--- config.mk ---
export PLATFORM = sky130hd
export DESIGN_NAME = sign_to_image
export DESIGN_NICKNAME = d
export VERILOG_FILES = /design/src/rtl/sign_to_image.sv
export SDC_FILE = /design/constraint.sdc
export NUM_CORES = 1
export LEC_CHECK = 0
export CORE_ASPECT_RATIO = 0.7
export CORE_MARGIN = 2
export CORE_UTILIZATION = 35
export CTS_CLUSTER_DIAMETER = 100
export DETAILED_ROUTE_END_ITERATION = 8
export PLACE_DENSITY = 0.66
export SLEW_MARGIN = 20
export SYNTH_ARGS = -nofsm -noshare
export SYNTH_HDL_FRONTEND = slang
export SYNTH_SLANG_ARGS = --single-unit
--- constraint.sdc ---
create_clock -name clk -period 10.8 [get_ports clk]
set_input_delay 2.16 -clock clk [delete_from_list [all_inputs] [get_ports clk]]
set_output_delay 2.16 -clock clk [all_outputs]
set_load 0.005 [all_outputs]
--- src/rtl/sign_to_image.sv ---
// sign_to_image: synthetic hand-gesture renderer.
//   Accepts a finger count (sign_value) and a palm height. It then emits a binary
//   IMG_W x IMG_H hand image as a serial row-major raster, one pixel per clock.
//   Its output feeds the recognizer's object_image input for closed-loop self-test.
//
// Ports:
//   clk, rst      : clock, synchronous active-high reset
//   sign_value    : requested finger count (legal 0..MAX_FINGERS)
//   palm_height   : palm height in rows (clamped to IMG_H-FINGER_H)
//   sign_valid    : request valid; sign_ready high when a request can be taken
//   object_image  : serial pixel, 1 = hand; qualified by pixel_valid
//   frame_start   : pulse with pixel (0,0); frame_end pulse with the last pixel
//   sign_error    : one-cycle pulse after a rejected (out-of-range) request
//   busy          : high while rendering or blanking
//
// Optional feature: define SIGN_TO_IMAGE_LFSR_NOISE_EN to add a 16-bit LFSR
// that inverts a pseudo-random subset of pixels (reproducible from reset).
module sign_to_image #(
  parameter int unsigned IMG_W        = 32,
  parameter int unsigned IMG_H        = 32,
  parameter int unsigned PALM_X0      = 8,
  parameter int unsigned PALM_W       = 16,
  parameter int unsigned FINGER_W     = 2,
  parameter int unsigned FINGER_GAP   = 1,
  parameter int unsigned FINGER_H     = 8,
  parameter int unsigned MAX_FINGERS  = 5,
  parameter int unsigned BLANK_CYCLES = 4
) (
  input  logic       clk,
  input  logic       rst,
  input  logic [3:0] sign_value,
  input  logic [7:0] palm_height,
  input  logic       sign_valid,
  output logic       sign_ready,
  output logic       object_image,
  output logic       pixel_valid,
  output logic       frame_start,
  output logic       frame_end,
  output logic       sign_error,
  output logic       busy
);

  localparam int unsigned RowW   = (IMG_H > 1) ? $clog2(IMG_H) : 1;
  localparam int unsigned ColW   = (IMG_W > 1) ? $clog2(IMG_W) : 1;
  localparam int unsigned BlankW = (BLANK_CYCLES > 1) ? $clog2(BLANK_CYCLES) : 1;
  localparam int unsigned PhMax  = IMG_H - FINGER_H;
  localparam int unsigned Pitch  = FINGER_W + FINGER_GAP;

  // All fingers must fit across the palm.
  if (MAX_FINGERS * FINGER_W + (MAX_FINGERS - 1) * FINGER_GAP > PALM_W) begin : g_bad_geometry
    $error("sign_to_image: fingers do not fit within PALM_W");
  end

  typedef enum logic [1:0] {StIdle, StRender, StBlank} state_e;

  state_e              r_state, w_state_d;
  logic [RowW-1:0]     r_row, w_row_d;
  logic [ColW-1:0]     r_col, w_col_d;
  logic [BlankW-1:0]   r_blank, w_blank_d;
  logic [3:0]          r_sign, w_sign_d;
  logic [7:0]          r_ph, w_ph_d;
  logic                w_err_d;

  logic r_sign_ready, r_image, r_pixel_valid, r_frame_start, r_frame_end;
  logic r_sign_error, r_busy;

  logic        w_legal;
  logic [7:0]  w_ph_clamp;
  logic        w_last_pix;
  logic [31:0] w_rr, w_cc, w_pp;
  logic        w_pix;
  logic        w_noise;
  logic        w_render_d;

  assign w_legal    = (32'(sign_value) <= MAX_FINGERS);
  assign w_ph_clamp = (32'(palm_height) > PhMax) ? 8'(PhMax) : palm_height;
  assign w_last_pix = (r_row == RowW'(IMG_H - 1)) && (r_col == ColW'(IMG_W - 1));

  always_comb begin
    w_state_d = r_state;
    w_row_d   = r_row;
    w_col_d   = r_col;
    w_blank_d = r_blank;
    w_sign_d  = r_sign;
    w_ph_d    = r_ph;
    w_err_d   = 1'b0;
    unique case (r_state)
      StIdle: begin
        // sign_ready is high throughout IDLE, so sign_valid alone is the handshake.
        if (sign_valid) begin
          if (w_legal) begin
            w_state_d = StRender;
            w_row_d   = '0;
            w_col_d   = '0;
            w_sign_d  = sign_value;
            w_ph_d    = w_ph_clamp;
          end else begin
            w_err_d = 1'b1;
          end
        end
      end
      StRender: begin
        if (w_last_pix) begin
          w_state_d = StBlank;
          w_row_d   = '0;
          w_col_d   = '0;
          w_blank_d = '0;
        end else if (r_col == ColW'(IMG_W - 1)) begin
          w_col_d = '0;
          w_row_d = r_row + 1'b1;
        end else begin
          w_col_d = r_col + 1'b1;
        end
      end
      StBlank: begin
        if (r_blank == BlankW'(BLANK_CYCLES - 1)) begin
          w_state_d = StIdle;
        end else begin
          w_blank_d = r_blank + 1'b1;
        end
      end
      default: w_state_d = StIdle;
    endcase
  end

  // Pixel for the coordinate that becomes current next cycle, so outputs stay registered.
  assign w_rr       = 32'(w_row_d);
  assign w_cc       = 32'(w_col_d);
  assign w_pp       = 32'(w_ph_d);
  assign w_render_d = (w_state_d == StRender);

  always_comb begin
    w_pix = 1'b0;
    if ((w_rr + w_pp >= IMG_H) && (w_cc >= PALM_X0) && (w_cc < PALM_X0 + PALM_W)) begin
      w_pix = 1'b1;
    end
    if ((w_rr + w_pp < IMG_H) && (w_rr + w_pp + FINGER_H >= IMG_H)) begin
      for (int unsigned k = 0; k < MAX_FINGERS; k++) begin
        if ((k < 32'(w_sign_d)) && (w_cc >= PALM_X0 + k * Pitch) &&
            (w_cc < PALM_X0 + k * Pitch + FINGER_W)) begin
          w_pix = 1'b1;
        end
      end
    end
  end

`ifdef SIGN_TO_IMAGE_LFSR_NOISE_EN
  logic [15:0] r_lfsr;
  logic        w_fb;

  // Fibonacci taps 16,14,13,11.
  assign w_fb    = r_lfsr[15] ^ r_lfsr[13] ^ r_lfsr[12] ^ r_lfsr[10];
  assign w_noise = (r_lfsr[7:0] == 8'h00);

  always_ff @(posedge clk) begin
    if (rst) begin
      r_lfsr <= 16'hACE1;
    end else if (w_render_d) begin
      r_lfsr <= {r_lfsr[14:0], w_fb};
    end
  end
`else
  assign w_noise = 1'b0;
`endif

  always_ff @(posedge clk) begin
    if (rst) begin
      r_state       <= StIdle;
      r_row         <= '0;
      r_col         <= '0;
      r_blank       <= '0;
      r_sign        <= '0;
      r_ph          <= '0;
      r_sign_ready  <= 1'b1;
      r_image       <= 1'b0;
      r_pixel_valid <= 1'b0;
      r_frame_start <= 1'b0;
      r_frame_end   <= 1'b0;
      r_sign_error  <= 1'b0;
      r_busy        <= 1'b0;
    end else begin
      r_state       <= w_state_d;
      r_row         <= w_row_d;
      r_col         <= w_col_d;
      r_blank       <= w_blank_d;
      r_sign        <= w_sign_d;
      r_ph          <= w_ph_d;
      r_sign_ready  <= (w_state_d == StIdle);
      r_busy        <= (w_state_d != StIdle);
      r_pixel_valid <= w_render_d;
      r_image       <= w_render_d & (w_pix ^ w_noise);
      r_frame_start <= w_render_d && (w_row_d == '0) && (w_col_d == '0);
      r_frame_end   <= w_render_d && (w_row_d == RowW'(IMG_H - 1)) &&
                       (w_col_d == ColW'(IMG_W - 1));
      r_sign_error  <= w_err_d;
    end
  end

  assign sign_ready   = r_sign_ready;
  assign object_image = r_image;
  assign pixel_valid  = r_pixel_valid;
  assign frame_start  = r_frame_start;
  assign frame_end    = r_frame_end;
  assign sign_error   = r_sign_error;
  assign busy         = r_busy;

endmodule

==> After elaboration in Yosys (flattened, before gate mapping) <==
Index checks and enable logic that the tools add are counted.
{ "totals": {"reg_bits": 33, "out_inout_bits": 7, "elab_cells": 111} }
{ "op_classes": {"addsub": 5, "n_lt_le_gt_ge": 21, "eq_ne": 10, "muxes": 33, "bitwise": 3, "reduce_logical": 26} }
{ "ops": {"columns": ["operator", "count"], "rows": [
  ["2-to-1 mux 5 bit", 8],
  ["greater-or-equal comparator 32 x 6 -> 1 bit, second input constant", 1],
  ["< comparator 32 x 6 -> 1 bit, second input constant", 1],
  ["2-to-1 mux 8 bit", 4],
  ["equality test 5 bit, second input constant", 4],
  ["< comparator 5 bit, second input constant", 4],
  ["one-hot mux 5 bit (2 select lines)", 2],
  ["logical AND 1 bit", 18],
  ["greater-or-equal comparator 5 x 4 -> 1 bit, second input constant", 3],
  ["2-to-1 mux 2 bit", 6],
  ["2-to-1 mux 4 bit", 3],
  ["adder 5 x 1 -> 5 bit, second input constant", 2],
  ["adder 9 x 4 -> 10 bit, second input constant", 1],
  ["greater-or-equal comparator 10 x 6 -> 1 bit, second input constant", 1],
  ["greater-or-equal comparator 5 bit, second input constant", 2],
  ["logical NOT 5 bit", 2],
  ["< comparator 5 x 4 -> 1 bit, second input constant", 2],
  ["adder 5 x 8 -> 9 bit", 1],
  ["greater-than comparator 8 x 5 -> 1 bit, second input constant", 1],
  ["< comparator 1 x 4 -> 1 bit, first input constant", 2],
  ["< comparator 2 x 4 -> 1 bit, first input constant", 2],
  ["2-to-1 mux 1 bit", 8],
  ["one-hot mux 2 bit (3 select lines)", 1],
  ["equality test 2 x 1 -> 1 bit, second input constant", 2],
  ["other kinds (12)", 17]
]} }

==> Longest topological paths before layout <==
{ "logic_depth": {"ltp_word": 17, "ltp_mapped": 18} }

==> Worst setup path before layout <==
No wires, ideal clock.
{ "synth_timing": {"path_type": "in2reg", "startpoint": "input sign_value[2]", "endpoint": "register r_image, in the netlist object_image", "arrival_time_ns": 4.636, "t_required_ns": 10.713, "slack_ns": 6.077, "stages": 12, "cell_sequence": "a21oi_4 > a21oi_4 > or3_1 > a22oi_1 > inv_1 > ha_1 > a21o_1 > a21oi_1 > o21ai_0 > o311ai_0 > nand4_1 > o31ai_1"} }
{ "synth_via": {"elab_chain_len": 16, "word_cells_on_any_way": 59, "classes_between": "2 x add/sub; 20 x order compare; 1 x eq/ne; 22 x mux; 1 x bitwise; 13 x reduce/logical"} }
{ "synth_rtl": {"columns": ["element", "line_no", "rtl"], "rows": [
  ["start, declared", "31", "input logic [3:0] sign_value,"],
  ["<= comparator 4 x 3 -> 1 bit *", "75", "assign w_legal = (32'(sign_value) <= MAX_FINGERS);"],
  ["2-to-1 mux 5 bit *", "91", "if (w_legal) begin"],
  ["2-to-1 mux 5 bit *", "90", "if (sign_valid) begin"],
  ["one-hot mux 5 bit (2 select lines) *", "87", "unique case (r_state)"],
  ["via w_row_d[1]", "57", "logic [RowW-1:0] r_row, w_row_d;"],
  ["adder 5 x 8 -> 9 bit *", "134, 137", null],
  ["greater-or-equal comparator 32 x 6 -> 1 bit", "134", "if ((w_rr + w_pp >= IMG_H) && (w_cc >= PALM_X0) && (w_cc < PALM_X0 + PALM_W)) begin"],
  ["logical AND 1 bit (2 in a row)", "134", null],
  ["2-to-1 mux 1 bit", "134", null],
  ["2-to-1 mux 1 bit (5 in a row)", "139", "if ((k < 32'(w_sign_d)) && (w_cc >= PALM_X0 + k * Pitch) &&"],
  ["2-to-1 mux 1 bit *", "137", "if ((w_rr + w_pp < IMG_H) && (w_rr + w_pp + FINGER_H >= IMG_H)) begin"],
  ["bitwise AND 1 bit *", "191", "r_image <= w_render_d & (w_pix ^ w_noise);"],
  ["end signal, assigned", "191", null],
  ["end, declared", "64", "logic r_sign_ready, r_image, r_pixel_valid, r_frame_start, r_frame_end;"]
]} }
Mark *: on every way through the listed nets, which the timed path passes. The rest lies on a longest branch.
A chain may end at the register's enable or synchronous reset.

==> Final worst setup path <==
Same ends and word-level chain as after synthesis.

==> impl_results.md <==
* Vias at 1,605
* Setup crit end kind: flop
* H-tree depth at 2
* ANT cells at 0
* Min-delay worst type: flop to flop
* Least-Margin Pin Slew at 0.532 ns
* Num Clock Sinks at 33
* GPL Wtd Cong at 0.832
* Max cap viols at 0
* CTS clk-pin slew, worst paths at 0.07 ns
* Setup-failing EPs final at 0
* Final WL at 3.98 mm
* GRT Total Usage at 0.144
* Final net count at 264
* LEAKAGE at 0.885 nW
* First-pass GRT wire length at 6.68 mm
* Area grow syn2layout at 20.8%
* Distinct cells, synth at 55
* Starting Density at 0.357
* Final Cycle Share at 0.489
* Ys Warns at 0
* Ys async rst share at 0
* Mapped Cells at 216
* Layout Utilization at 0.431
* Layout Skew at 0.00587 ns
* Via/cell ratio at 5.18
* Share of layout cells above drive strength 1 at 0.0840
* Final hold vios at 0
* Post-synthesis sequential area ratio at 0.360
* Post-DP Area at 0.00211 sq mm
* DRT Pass-1 Iters at 4
* Fmax at 190 MHz
* Placed cells at 303
* Peak supply drop at 0.0000418 V
* Critical Path AT at 5.48 ns
* Via count of the first global-routing pass at 1,395
* Power density over the cells at 122 mW/mm^2
* Cell Chain, Critical Path: clkdlybuf4s50_1, a21oi_4, a21oi_4, or3_1, a22oi_1, inv_1, ha_1, a21o_1, a21oi_1, o21ai_0, o311ai_0, nand4_1, o31ai_1
* Fin Setup TNS at 0 ns
* CP max stage delay at 0.51 ns
* DRT iter0 DRCs at 186
* Cell row count at 22
* Top-level I/O count at 22
* Hpwl dp at 2.86 mm
* Die area at 0.00585 sq mm
* Relative slew slack at 0.643
* Post-route DRC at 0
* Die height at 64.6 microns
* CP startpoint kind: input port
* Area of the core at 0.00515 sq mm
* Setup crit start: sign_value[2]
* Post-Layout Cell Count at 310
* Buf+Inv Stages, Crit Path at 2
* WL/cell at 12.8 microns
* RSZ-0062 raised after global routing: no
* FF-to-FF Start: r_col[1]
* CP dominant cell by count: a21oi_4
* Initial antenna violation count at 0
* Syn avg cell area at 8.50 sq um
* Grt ovf at 0
* DIE WIDTH at 90.6 microns
* Pin count of the biggest net entering global routing at 27
* CTS Buf Count at 5
* Port Buffer Count at 21
* Seq cells post-synth at 33
* Antenna Nets Post-Route at 0
* Root buffer cell: clkbuf_8
* Top delay family on crit path: compound AO/OA/AOI/OAI gates
* Fin crit period at 5.28 ns
* Final instance area at 0.00222 sq mm
* Post-CTS Hold Buffers at 0
* Skew-Pair Late Insertion Delay at 0.28 ns
* Max-slew violations at 0
* Post-synth EDFFs at 0
* Synthesized Nets at 242
* CP Max Fanout at 8
* Clock buffer depth at 2
* Synth Cell Area at 0.00184 sq mm
* WP data required at 11.00 ns
* Slowest cell on crit path: clkdlybuf4s50_1
* Type of the worst setup path: input port to flop
* Min-delay src: r_blank[1]
* Outcome: finished clean
* Top FF cell, synth: dfxtp_1
* Resized Gates After CTS at 0
* Post-CTS Setup Inserts at 0
* CTS tree: yes
-- cell families (layout without fill, tap and decap cells) --
kind of cell             after synthesis  in the layout  synth area share
AND/OR/NAND/NOR                       95             95             0.267
flip-flops                            33             33             0.360
buffers and inverters                 18             40            0.0388
adder cells (fa/ha/maj)               11             11            0.0790
multiplexers                           4              4            0.0225
XOR/XNOR                               4              4            0.0191
AO/OA/AOI/OAI                         51             51             0.214
-- layer usage --
metal	wire length, microns	GRT usage
met1	2120	0.216
met2	1550	0.186
met3	279	0.0465
met4	35	0.0500
met5	0	0
-- tightest hold or removal path: stages (launching register included) --
cell	delay, ns
dfxtp_1	0.31
nand2_1	0.05
a21oi_1	0.05
-- layout make-up --
| cell class | instances | area, sq um |
|---|---|---|
| flip-flops and latches | 33 | 661 |
| multi-input cells | 165 | 1100 |
| fillers | 526 | 2930 |
| clock buffers | 5 | 68.8 |
| clock inverters | 2 | 35.0 |
| well taps | 72 | 90.1 |
| repair buffers | 22 | 218 |
| inverters | 11 | 41.3 |
-- cell usage in the layout (no fill, tap or decap), types with 2 or more instances in the layout --
cell,count
inv_1,11
nand2b_1,2
nand3b_1,2
ha_1,10
nand3_1,10
a32oi_1,2
xnor2_1,3
nand4_1,2
mux2i_1,3
nor2b_1,8
and3_1,4
a22o_1,4
o21ai_2,2
clkdlybuf4s50_1,21
a31oi_1,3
clkbuf_8,5
and2_1,6
dfxtp_1,33
nand2_1,20
a22oi_1,2
nor3_1,8
a21oi_1,12
o311ai_0,2
nor2_1,23
o21ai_0,5
a21oi_4,2
a211oi_1,2
-- flip-flops by register name, summed over array words and instances, names as in the netlist --
signal and count:
r_col 5, r_sign 4, r_row 5, frame_start 1
object_image 1, r_blank 2, pixel_valid 1, sign_ready 1
r_ph 8, busy 1, r_state 2, sign_error 1
frame_end 1
-- Yosys cell counts, types with 5 or more instances --
| cell type | count | area share |
|---|---|---|
| nand2_1 | 20 | 0.041 |
| nand3_1 | 10 | 0.027 |
| a21oi_1 | 12 | 0.033 |
| nor3_1 | 8 | 0.022 |
| and2_1 | 6 | 0.020 |
| clkbuf_1 | 6 | 0.012 |
| nor2b_1 | 8 | 0.027 |
| ha_1 | 10 | 0.068 |
| inv_1 | 11 | 0.022 |
| nor2_1 | 23 | 0.047 |
| dfxtp_1 | 33 | 0.36 |
| o21ai_0 | 5 | 0.014 |
-- final timing paths --
kind,end,slack [ns],cells past startpoint
max reg2reg,object_image,7.08,14
min,r_blank[1],0.46,2
max,object_image,5.52,13
min reg2reg,r_blank[1],0.46,2
-- power by group --
group	total, mW	leakage [nW]	switching, mW	internal [mW]
clock	0.110	0.0540	0.0431	0.0670
sequential	0.127	0.268	0.00194	0.125
combinational	0.0330	0.564	0.0178	0.0152
-- per-stage QoR --
stage	setup slack (ns)	hold WS, ns	power (mW)
after global routing	5.20	0.480	0.281
after global placement	5.34	0.447	0.162
after CTS	5.52	0.468	0.273
after floorplan	6.08	0.436	0.148
after detailed placement	5.21	0.458	0.162
final	5.52	0.463	0.270
(Power assumes the default switching activity.)
